===== config.mk =====
export PLATFORM = sky130hd
export DESIGN_NAME = seq_detect_sched
export DESIGN_NICKNAME = d
export VERILOG_FILES = /design/src/rtl/seq_detect_sched.sv
export SDC_FILE = /design/constraint.sdc
export NUM_CORES = 1
export LEC_CHECK = 0
export ABC_CLOCK_PERIOD_IN_PS = 5900
export BUFFER_PORTS_ARGS = -buffer_cell sky130_fd_sc_hd__clkbuf_2
export CAP_MARGIN = 0
export CORE_MARGIN = 2
export CORE_UTILIZATION = 53
export CTS_CLUSTER_DIAMETER = 150
export DETAILED_ROUTE_END_ITERATION = 8
export HOLD_SLACK_MARGIN = 0.12
export PLACE_DENSITY_LB_ADDON = 0.05
export SYNTH_ARGS = -nofsm -noshare
export SYNTH_HDL_FRONTEND = slang
export SYNTH_SLANG_ARGS = --single-unit

===== constraint.sdc =====
create_clock -name clk -period 5.9 [get_ports clk]
set_input_delay 1.18 -clock clk [delete_from_list [all_inputs] [get_ports clk]]
set_output_delay 1.18 -clock clk [all_outputs]
set_load 0.005 [all_outputs]

===== src/rtl/seq_detect_sched.sv =====
// seq_detect_sched: a single "1101" serial detector shared round-robin among
// NCH requester channels. Each channel keeps its own 2-bit progress context.
// Optional per-channel saturating match counters are built when the macro
// SEQ_SCHED_CNT_EN is defined. Otherwise cnt_out is tied to zero.
module seq_detect_sched #(
  parameter int NCH = 4,
  parameter int CW  = 8
) (
  input  logic                     clk,
  input  logic                     rst,
  input  logic [NCH-1:0]           req_valid,
  input  logic [NCH-1:0]           req_bit,
  input  logic [NCH-1:0]           chan_en,
  output logic [NCH-1:0]           req_ready,
  output logic                     hit_valid,
  output logic [$clog2(NCH)-1:0]   hit_ch,
  input  logic [NCH-1:0]           cnt_clr,
  input  logic [$clog2(NCH)-1:0]   cnt_sel,
  output logic [CW-1:0]            cnt_out
);

  localparam int SW = $clog2(NCH);

  // Progress encodings: number of pattern bits matched so far.
  localparam logic [1:0] P0 = 2'd0;
  localparam logic [1:0] P1 = 2'd1;
  localparam logic [1:0] P2 = 2'd2;
  localparam logic [1:0] P3 = 2'd3;

  logic [NCH-1:0][1:0] prog;
  logic [SW-1:0]       last_grant;
  logic [NCH-1:0]      cand;
  logic                gnt_any;
  logic [SW-1:0]       gnt_idx;
  logic                match;

  // Next-progress function for pattern 1101 with overlap (match -> P1).
  function automatic logic [1:0] nxt(input logic [1:0] p, input logic b);
    case (p)
      P0:      nxt = b ? P1 : P0;
      P1:      nxt = b ? P2 : P0;
      P2:      nxt = b ? P2 : P3;
      default: nxt = b ? P1 : P0;
    endcase
  endfunction

  // No channel is a candidate while reset is held, so nothing is consumed.
  assign cand = req_valid & chan_en & {NCH{~rst}};

  // Round-robin search starting one past the last granted channel.
  always_comb begin
    gnt_any   = 1'b0;
    gnt_idx   = '0;
    req_ready = '0;
    for (int k = 1; k <= NCH; k++) begin
      if (!gnt_any && cand[(int'(last_grant) + k) % NCH]) begin
        gnt_any = 1'b1;
        gnt_idx = SW'((int'(last_grant) + k) % NCH);
      end
    end
    if (gnt_any) req_ready[gnt_idx] = 1'b1;
  end

  assign match = gnt_any && (prog[gnt_idx] == P3) && req_bit[gnt_idx];

  // Context update: granted channel advances, disabled channels restart.
  always_ff @(posedge clk) begin
    if (rst) begin
      prog       <= '0;
      last_grant <= SW'(NCH - 1);
      hit_valid  <= 1'b0;
      hit_ch     <= '0;
    end else begin
      for (int i = 0; i < NCH; i++) begin
        if (!chan_en[i])
          prog[i] <= P0;
        else if (gnt_any && gnt_idx == SW'(i))
          prog[i] <= nxt(prog[i], req_bit[i]);
      end
      if (gnt_any) last_grant <= gnt_idx;
      hit_valid <= match;
      if (match) hit_ch <= gnt_idx;
    end
  end

`ifdef SEQ_SCHED_CNT_EN
  logic [NCH-1:0][CW-1:0] cnt;

  // Saturating match counters; a clear beats a same-cycle increment.
  always_ff @(posedge clk) begin
    if (rst) begin
      cnt <= '0;
    end else begin
      for (int i = 0; i < NCH; i++) begin
        if (cnt_clr[i])
          cnt[i] <= '0;
        else if (match && gnt_idx == SW'(i) && cnt[i] != {CW{1'b1}})
          cnt[i] <= cnt[i] + 1'b1;
      end
    end
  end

  // Readout mux; selects past NCH-1 (non power-of-two NCH) read zero.
  always_comb begin
    cnt_out = '0;
    if (int'(cnt_sel) < NCH) cnt_out = cnt[cnt_sel];
  end
`else
  logic unused_cnt;
  assign unused_cnt = ^{cnt_clr, cnt_sel};
  assign cnt_out    = '0;
`endif

endmodule


==> metrics.md, run 1 <==
| Metric | Value |
|---|---|
| Number of distinct library cells after synthesis | `37` |
| Via count | `938` |
| Area grow syn2layout | `10.41%` |
| Cells along the critical path | `clkbuf_2 > and2_1 > a21oi_1 > or4_1 > nor2_1 > clkbuf_2` |
| Num ports | `35` |
| Rel. slew slack | `65.06%` |
| Tcrit/Tclk final | `65.66%` |
| Drt via density | `5.422` |
| Final-layout fill cell count | `157` |
| Remaining global-route overflow | `0` |
| Core area | `0.001783 sq mm` |
| Die Footprint | `0.002319 sq mm` |
| H-Tree Depth | `1` |
| WL per Instance | `11.41 microns` |
| Critical path required time | `4720 ps` |
| Fraction of registers with async set or reset after synthesis | `0%` |
| Antenna cells | `0` |
| Post-placement cell count | `169` |
| Post-Synthesis Cell Area | `0.001033 sq mm` |
| Worst setup EP type | `primary output` |
| Setup violators final | `0` |
| GP Congestion | `0.8870` |
| Share of cells above drive strength 1 | `20.95%` |
| Sequential area share after synthesis | `25.18%` |
| Final Net Count | `177` |
| Worst setup SP type | `input port` |
| Most Frequent Cell on Critical Path | `clkbuf_2` |
| CP max-delay cell | `or4_1` |
| P_sw | `0.00005698 W` |
| Worst setup margin | `2026 ps` |
| Max-cap violations | `0` |
| Initial DRC count | `8` |
| CTS tree | `done` |
| Clock Sinks | `13` |
| Max Fclk | `0.2581 GHz` |
| Post-CTS Setup Repair Bufs | `0` |
| Die H | `48.16 microns` |
| Pwr dens | `166.5 mW/mm^2` |
| Clock Path Buffers | `2` |
| Critical path arrival | `2690 ps` |
| Clock Latency Late Sink | `270 ps` |
| # port buffers | `20` |
| VDD IR-drop max | `0.0001053 V` |
| Commonest non-fill, non-tap cell in the layout | `clkbuf_2` |
| EDFF count, synth | `0` |
| Slew Viols, Final | `0` |
| Seq cells post-synth | `13` |
| Setup TNS | `0 ps` |
| First-pass GRT wire length | `3174 microns` |
| Endpoints failing hold | `0` |
| YS warnings | `0` |
| WS Path Type | `in -> out` |
| CTS buffer count | `3` |
| Sw Share | `29.99%` |
| CP Max Fanout | `7` |
| # hold bufs at CTS | `0` |
| Clk pin slew, worst setup/hold paths | `80 ps` |
| P_leak | `0.4775 nW` |
| Initial antenna violation count | `0` |
| CTS root buf | `clkbuf_4` |
| Int Pwr | `0.0001330 W` |
| RSZ-0062 raised after global routing | `no` |
| Post-route ant nets | `0` |
| Drt total wl | `1974 microns` |
| Worst Tran Pin Value | `522.9 ps` |
| Detailed placement HPWL | `1623 microns` |
| Die X-Extent | `48.16 microns` |
| Resize count post-CTS | `0` |
| Main flop type after synthesis | `dfxtp_1` |
| Fin cells | `173` |
| Core Util, Final | `64.00%` |
| Overall Global Routing Usage | `19.47%` |
| Vias in the first global route | `793` |
| Post-Synthesis Cells | `127` |
| CP bufs+invs | `2` |
| Flop pwr share | `48.7%` |
| Run status | `finished, final reports clean` |
| Clock Power Share | `28.9%` |
| Syn Area/Cell | `8.138 sq um` |
| Worst Skew | `5.186 ps` |
| Setup WS pre-CTS | `2031 ps` |
| Hold/Removal Path Class | `reg -> reg` |
| CP peak stage delay | `680 ps` |
| Floorplan row count | `15` |
| Comb pwr share | `22.4%` |
| Minimum clock period | `3874 ps` |
| Initial Utilization | `57.96%` |
| Drt pass-1 iters | `4` |
| Largest net degree at the start of global routing | `11` |
| Most frequent cells in the layout | `20 x clkbuf_2, 14 x inv_1, 14 x nand2_1` |
| DRC Markers | `0` |
| Family with the most delay on the worst path | `simple AND/OR/NAND/NOR gates` |
[sequential cells by signal (all words and copies together), names as in the netlist]
register    flops
hit_ch          2
last_grant      2
hit_valid       1
prog            8
[cell usage after synthesis, drive strengths merged (2+ instances only)]
cell type / n / share of area (%)
inv: 14 / 5.1
nand2: 14 / 5.1
dfxtp: 13 / 25
nor2: 11 / 4.0
buf: 10 / 7.4
a21oi: 8 / 3.9
ha: 8 / 9.7
nand3: 8 / 4.4
a211oi: 5 / 3.6
mux2i: 4 / 3.9
a311oi: 2 / 1.7
a31oi: 2 / 1.2
and2: 2 / 1.2
and3b: 2 / 1.7
nand2b: 2 / 1.9
nor3b: 2 / 1.5
o311ai: 2 / 4.1
o31ai: 2 / 1.5
or3: 2 / 1.2
or4: 2 / 1.5
[worst register-to-register path, cell delays in order, from the launching register on]
cell	delay, ps
dfxtp_1	500
and3b_1	220
a31oi_1	230
o311ai_4	200
or4_1	570
or3b_1	180
o31ai_1	50
[cell families (layout without fill, tap and decap cells)]
logic type / count (synthesis) / count (layout) / share of synthesized area (%)
buf+inv: 24 / 38 / 12.47
other cells: 1 / 8 / 0.3628
mux: 4 / 4 / 3.874
fa+ha+maj: 8 / 8 / 9.686
compound gates: 27 / 27 / 21.31
simple gates: 50 / 50 / 27.12
flops: 13 / 13 / 25.18
[per-stage QoR]
stage               hold WS, ps  area, sq um   power, W
global route              512.5         1141  0.0002015
global placement          477.0         1115  0.0001360
CTS                       495.2         1141  0.0001913
finish                    493.7         1141  0.0001900
detailed placement        483.3         1115  0.0001369
floorplan                 458.9         1060  0.0001276
[final timing paths]
path,start,to,slack (ps),depth (start not counted)
hold / removal,prog[3],prog[3],490,2
setup reg to reg,last_grant[0],hit_ch[0],3850,6
setup / recovery,chan_en[3],req_ready[2],2030,6
hold reg to reg,prog[3],prog[3],490,2
[layer usage]
metal | GRT usage (%) | vias to the layer above | wire length, microns
met5 | 0 | - | 0
met4 | 6.486 | 0 | 18
met3 | 5.926 | 2 | 95
met2 | 31.84 | 22 | 935
met1 | 24.27 | 432 | 924
li1 | - | 482 | -
[power groups by stage]
stage / Combinational [W] / Sequential, W / Clock [W]
floorplan: 0.0000338 / 0.0000938 / 0
global placement: 0.0000416 / 0.0000944 / 0
detailed placement: 0.0000423 / 0.0000945 / 0
CTS: 0.0000425 / 0.0000924 / 0.0000563
global route: 0.0000478 / 0.0000929 / 0.0000608
finish: 0.0000426 / 0.0000925 / 0.0000549
[layout make-up]
| cell class | count | area, sq um | share of cell area (%) |
|---|---|---|---|
| well taps | 25 | 31.28 | 2.741 |
| repair buffers | 20 | 100.1 | 8.772 |
| inverters | 14 | 52.55 | 4.605 |
| flip-flops and latches | 13 | 260.3 | 22.81 |
| clock buffers | 4 | 26.28 | 2.303 |
| multi-input cells | 97 | 670.6 | 58.77 |
(Power assumes the default switching activity.)
==> run 2, diff against run 1 <==
--- a/config.mk
+++ b/config.mk
@@ -5,11 +5,11 @@
 export SDC_FILE = /design/constraint.sdc
 export NUM_CORES = 1
 export LEC_CHECK = 0
-export ABC_CLOCK_PERIOD_IN_PS = 5900
+export ABC_CLOCK_PERIOD_IN_PS = 3500
 export BUFFER_PORTS_ARGS = -buffer_cell sky130_fd_sc_hd__clkbuf_2
 export CAP_MARGIN = 0
 export CORE_MARGIN = 2
-export CORE_UTILIZATION = 53
+export CORE_UTILIZATION = 44
 export CTS_CLUSTER_DIAMETER = 150
 export DETAILED_ROUTE_END_ITERATION = 8
 export HOLD_SLACK_MARGIN = 0.12
==> constraint.sdc (replaced) <==
create_clock -name clk -period 3.5 [get_ports clk]
set_input_delay 0.7 -clock clk [delete_from_list [all_inputs] [get_ports clk]]
set_output_delay 0.7 -clock clk [all_outputs]
set_load 0.005 [all_outputs]
==> run 2 against run 1 <==
Net effect: critical path depth stayed put; largest cell class unchanged; total power is 69% higher; largest power group unchanged; global-route usage is 2.9 points lower; wire length is 2.2% higher; count of clock-buffer cells in the layout stayed put; cell count is 1.7% higher; clock power is 71% higher; sequential cell count stayed put; non-clock buffer count stayed put; worst hold slack better by 6.9 ps; critical path type unchanged.
==> metrics.md, run 2 (same netlist as run 1, synthesis figures left out) <==
| Metric | Value |
|---|---|
| Overall Global Routing Usage | `16.56%` |
| Drt pass-1 iters | `4` |
| Hold/Removal Path Class | `reg -> reg` |
| Num ports | `35` |
| Hold slack | `500.6 ps` |
| Slew Viols, Final | `0` |
| GP Congestion | `0.7239` |
| WL per Instance | `11.46 microns` |
| Drt total wl | `2017 microns` |
| Rel. slew slack | `65.05%` |
| Hold path startpoint | `prog[3]` |
| Setup violators final | `0` |
| CTS root buf | `clkbuf_4` |
| Max reg flops | `8` |
| Crit. Startpoint | `chan_en[3]` |
| Post-placement cell count | `172` |
| CTS buffer count | `3` |
| Area grow syn2layout | `10.78%` |
| Initial antenna violation count | `0` |
| Vias in the first global route | `813` |
| Floorplan row count | `17` |
| R2r worst-path depth | `6` |
| Max-cap violations | `0` |
| Critical path required time | `2800 ps` |
| Initial Utilization | `46.72%` |
| Minimum clock period | `2898 ps` |
| Core Util, Final | `51.75%` |
| Post-route ant nets | `0` |
| Most Frequent Cell on Critical Path | `clkbuf_2` |
| VDD IR-drop max | `0.0001889 V` |
| Core area | `0.002212 sq mm` |
| Pwr dens | `280.7 mW/mm^2` |
| Min-Delay Endpoint | `prog[3]` |
| Reg2reg end | `hit_ch[0]` |
| Die Footprint | `0.002753 sq mm` |
| Final Net Count | `177` |
| Worst setup EP type | `primary output` |
| Commonest non-fill, non-tap cell in the layout | `clkbuf_2` |
| Cells along the critical path | `clkbuf_2 > and2_1 > a21oi_1 > or4_1 > nor2_1 > clkbuf_2` |
| Placed cell areas | `0.001119 sq mm` |
| H-Tree Depth | `1` |
| Post-CTS Setup Repair Bufs | `0` |
| # port buffers | `20` |
| CP max-delay cell | `or4_1` |
| RR Startpoint | `last_grant[0]` |
| Run status | `finished, final reports clean` |
| Final Instance Area | `0.001145 sq mm` |
| Share of cells above drive strength 1 | `20.95%` |
| Worst Skew | `3.984 ps` |
| Worst setup SP type | `input port` |
| Via count | `930` |
| CP peak stage delay | `680 ps` |
| Initial DRC count | `8` |
| Worst Tran Pin Value | `522.9 ps` |
| Largest regs | `prog: 8 flops, hit_ch: 2 flops, last_grant: 2 flops` |
| Max Fclk | `0.3451 GHz` |
| Hold path depth | `2` |
| P_leak | `0.4775 nW` |
| Critical path arrival | `2200 ps` |
| Clock Path Buffers | `2` |
| # hold bufs at CTS | `0` |
| Drt via density | `5.284` |
| CP bufs+invs | `2` |
| Resize count post-CTS | `0` |
| Clk pin slew, worst setup/hold paths | `80 ps` |
| CP Max Fanout | `7` |
| Most frequent cells in the layout | `20 x clkbuf_2, 14 x inv_1, 14 x nand2_1` |
| Family with the most delay on the worst path | `simple AND/OR/NAND/NOR gates` |
| Antenna cells | `0` |
| Clock Sinks | `13` |
| WS Path Type | `in -> out` |
| Largest net degree at the start of global routing | `11` |
| Fin cells | `176` |
| CTS tree | `done` |
| Detailed placement HPWL | `1717 microns` |
| Flop2flop setup slack | `1430 ps` |
| Die X-Extent | `52.47 microns` |
| First-pass GRT wire length | `3456 microns` |
| RSZ-0062 raised after global routing | `no` |
| Tcrit/Tclk final | `82.79%` |
| DRC Markers | `0` |
| Top reg by flops | `prog` |
| Clock Latency Late Sink | `270 ps` |
| Setup TNS | `0 ps` |
| Endpoints failing hold | `0` |
| Remaining global-route overflow | `0` |
| Die H | `52.47 microns` |
run 2: cell counts in the layout (fill, tap and decap cells not counted):
No cell type changed its count.
run 2: worst reg2reg max path, cell delays in order (launching register included):
cell	delay, ps
dfxtp_1	500
and3b_1	220
a31oi_1	240
o311ai_4	200
or4_1	580
or3b_1	180
o31ai_1	60
run 2: worst max path at each step:
| stage | endpoint | slack, ps | cells after the start |
|---|---|---|---|
| 2_1_floorplan | req_ready[0] | 1010 | 5 |
| 3_3_place_gp | req_ready[2] | 630 | 6 |
| 3_5_place_dp | req_ready[2] | 610 | 6 |
| 4_1_cts | req_ready[2] | 610 | 6 |
| 5_1_grt | req_ready[2] | 500 | 6 |
| 6_report | req_ready[2] | 600 | 6 |
run 2: stage by stage:
stage / power (W) / setup slack (ps)
6_report: 0.0003214 / 602.3
5_1_grt: 0.0003448 / 498.3
4_1_cts: 0.0003257 / 613.5
3_5_place_dp: 0.0002317 / 610.1
3_3_place_gp: 0.0002300 / 629.7
2_1_floorplan: 0.0002151 / 1015
run 2: area by class of cell:
| cell class | instances | area, sq um |
|---|---|---|
| repair buffers | 20 | 100.1 |
| clock buffers | 4 | 26.28 |
| multi-input cells | 97 | 670.6 |
| well taps | 28 | 35.03 |
| flip-flops and latches | 13 | 260.3 |
| inverters | 14 | 52.55 |
| fillers | 246 | 1067 |
run 2: power by group:
part	switching (W)	total (W)	internal, W
Combinational	0.0000429	0.0000716	0.0000287
Sequential	0.00000475	0.000156	0.000151
Clock	0.0000496	0.0000937	0.0000442
run 2: metal layers:
metal | vias up | track usage (%) | part of all wire [%]
met3 | 2 | 5.143 | 4.3
met5 | - | 0 | 0
met2 | 21 | 27.92 | 49
met4 | 0 | 1.282 | 0.35
met1 | 428 | 21.42 | 47
li1 | 479 | - | -
==> run 3, diff against run 2 <==
--- a/config.mk
+++ b/config.mk
@@ -5,7 +5,7 @@
 export SDC_FILE = /design/constraint.sdc
 export NUM_CORES = 1
 export LEC_CHECK = 0
-export ABC_CLOCK_PERIOD_IN_PS = 3500
+export ABC_CLOCK_PERIOD_IN_PS = 2400
 export BUFFER_PORTS_ARGS = -buffer_cell sky130_fd_sc_hd__clkbuf_2
 export CAP_MARGIN = 0
 export CORE_MARGIN = 2
==> constraint.sdc (replaced) <==
create_clock -name clk -period 2.4 [get_ports clk]
set_input_delay 0.48 -clock clk [delete_from_list [all_inputs] [get_ports clk]]
set_output_delay 0.48 -clock clk [all_outputs]
set_load 0.005 [all_outputs]
==> run 3 against run 2 <==
Net effect: clock skew fell by 2.8 ps; first-iteration DRC count grew 50%; critical path depth unchanged; design area rose by 5.2%.
==> metrics.md, run 3 (same netlist as run 1, synthesis figures left out) <==
| Metric | Value |
|---|---|
| Placed cell areas | `0.001164 sq mm` |
| Max-cap violations | `0` |
| Setup TNS | `0 ps` |
| Tcrit/Tclk final | `94.72%` |
| Flop2flop setup slack | `360 ps` |
| Setup crit end | `req_ready[3]` |
| CTS tree | `done` |
| Endpoints failing hold | `0` |
| Clock Sinks | `13` |
| Commonest non-fill, non-tap cell in the layout | `clkbuf_2` |
| Slew Viols, Final | `0` |
| Largest regs | `prog: 8 flops, hit_ch: 2 flops, last_grant: 2 flops` |
| RSZ-0062 raised after global routing | `no` |
| WS Path Type | `reg -> out` |
| Initial antenna violation count | `0` |
| Final Instance Area | `0.001205 sq mm` |
| Drt pass-1 iters | `4` |
| # port buffers | `20` |
| Worst setup SP type | `flip-flop` |
| Top reg by flops | `prog` |
| WL per Instance | `12.13 microns` |
| Core area | `0.002212 sq mm` |
| RR Startpoint | `last_grant[1]` |
| Remaining global-route overflow | `0` |
| GP Congestion | `0.7427` |
| VDD IR-drop max | `0.0002665 V` |
| Largest net degree at the start of global routing | `9` |
| Clk pin slew, worst setup/hold paths | `80 ps` |
| Floorplan row count | `17` |
| Via count | `958` |
| Antenna cells | `0` |
| CTS root buf | `clkbuf_4` |
| Setup violators final | `0` |
| Crit. Startpoint | `last_grant[0]` |
| First-pass GRT wire length | `3857 microns` |
| Die H | `52.47 microns` |
| Drt total wl | `2219 microns` |
| Vias in the first global route | `896` |
| Post-route ant nets | `0` |
| Clock Path Buffers | `2` |
| Share of cells above drive strength 1 | `25.81%` |
| Initial DRC count | `12` |
| Initial Utilization | `46.72%` |
| Critical path arrival | `1790 ps` |
| Pwr dens | `407.2 mW/mm^2` |
| Die Footprint | `0.002753 sq mm` |
| Reg2reg end | `hit_ch[0]` |
| R2r worst-path depth | `6` |
| Area grow syn2layout | `16.59%` |
| Detailed placement HPWL | `1778 microns` |
| Critical path required time | `1920 ps` |
| Overall Global Routing Usage | `18.94%` |
| DRC Markers | `0` |
| CP Max Fanout | `8` |
| # hold bufs at CTS | `0` |
| Die X-Extent | `52.47 microns` |
| Clock Latency Late Sink | `280 ps` |
| P_leak | `0.5152 nW` |
| Max Fclk | `0.4399 GHz` |
| Num ports | `35` |
| Drt via density | `5.235` |
| Hold/Removal Path Class | `in -> reg` |
| Worst Skew | `1.231 ps` |
| Minimum clock period | `2273 ps` |
| Worst setup EP type | `primary output` |
| Most frequent cells in the layout | `20 x clkbuf_2, 14 x inv_1, 14 x nand2_1` |
| Run status | `finished, final reports clean` |
| Final Net Count | `184` |
| CTS buffer count | `3` |
| Max reg flops | `8` |
| H-Tree Depth | `1` |
[run 3: metrics by stage]
step / power [W] / hold WS [ps] / util [%] / setup WS (ps) / std cells
after floorplan: 0.0003137 / 458.9 / - / 266.9 / 134
after global placement: 0.0003446 / 474.5 / 52.60 / 96.42 / 178
after detailed placement: 0.0003475 / 490.0 / 52.60 / 55.45 / 178
after CTS: 0.0004941 / 481.6 / 54.30 / 11.89 / 183
after global routing: 0.0005221 / 485.7 / 54.47 / 9.022 / 183
final: 0.0004906 / 485.9 / 54.47 / 126.7 / 183
[run 3: cell type report]
class,instances,area (sq um)
Sequential cell,13,264.0
Fill cell,221,1007
Clock buffer,4,26.28
Multi-Input combinational cell,97,674.4
Timing Repair Buffer,27,152.6
Inverter,14,52.55
Tap cell,28,35.03
[run 3: how the worst min path moves through the flow]
stage                    start  endpoint  slack, ps  depth (start not counted)
global route        chan_en[1]   prog[3]        490                          3
floorplan              prog[3]   prog[3]        460                          2
CTS                 req_bit[0]   prog[0]        480                          3
global placement       prog[3]   prog[3]        470                          2
detailed placement     prog[3]   prog[3]        490                          2
finish              req_bit[0]   prog[0]        490                          3
[run 3: worst max-delay path: stages, from the launching register on]
cell and delay (ps):
dfxtp_4 380, and3b_1 210, a31oi_1 60, o311ai_4 440
nand2_1 220, inv_1 90, clkbuf_2 100
[run 3: where the power goes]
group / total, W / switching, W / leakage [nW] / internal (W)
Sequential: 0.000227 / 0.00000658 / 0.105 / 0.000221
Clock: 0.000143 / 0.0000787 / 0.0150 / 0.0000646
Combinational: 0.000120 / 0.0000672 / 0.395 / 0.0000528
[run 3: repair_timing]
action                                  CTS  global route
resized for setup                         1             2
endpoints found under the setup margin    3             4
setup buffers                             1             0
pin swaps                                 1             2
[run 3: layer usage]
| metal | wire, microns | up-vias | track usage (%) |
|---|---|---|---|
| li1 | - | 495 | - |
| met5 | 0 | - | 0 |
| met1 | 991 | 437 | 22.32 |
| met4 | 34 | 0 | 7.692 |
| met3 | 96 | 5 | 6.000 |
| met2 | 1097 | 21 | 31.46 |
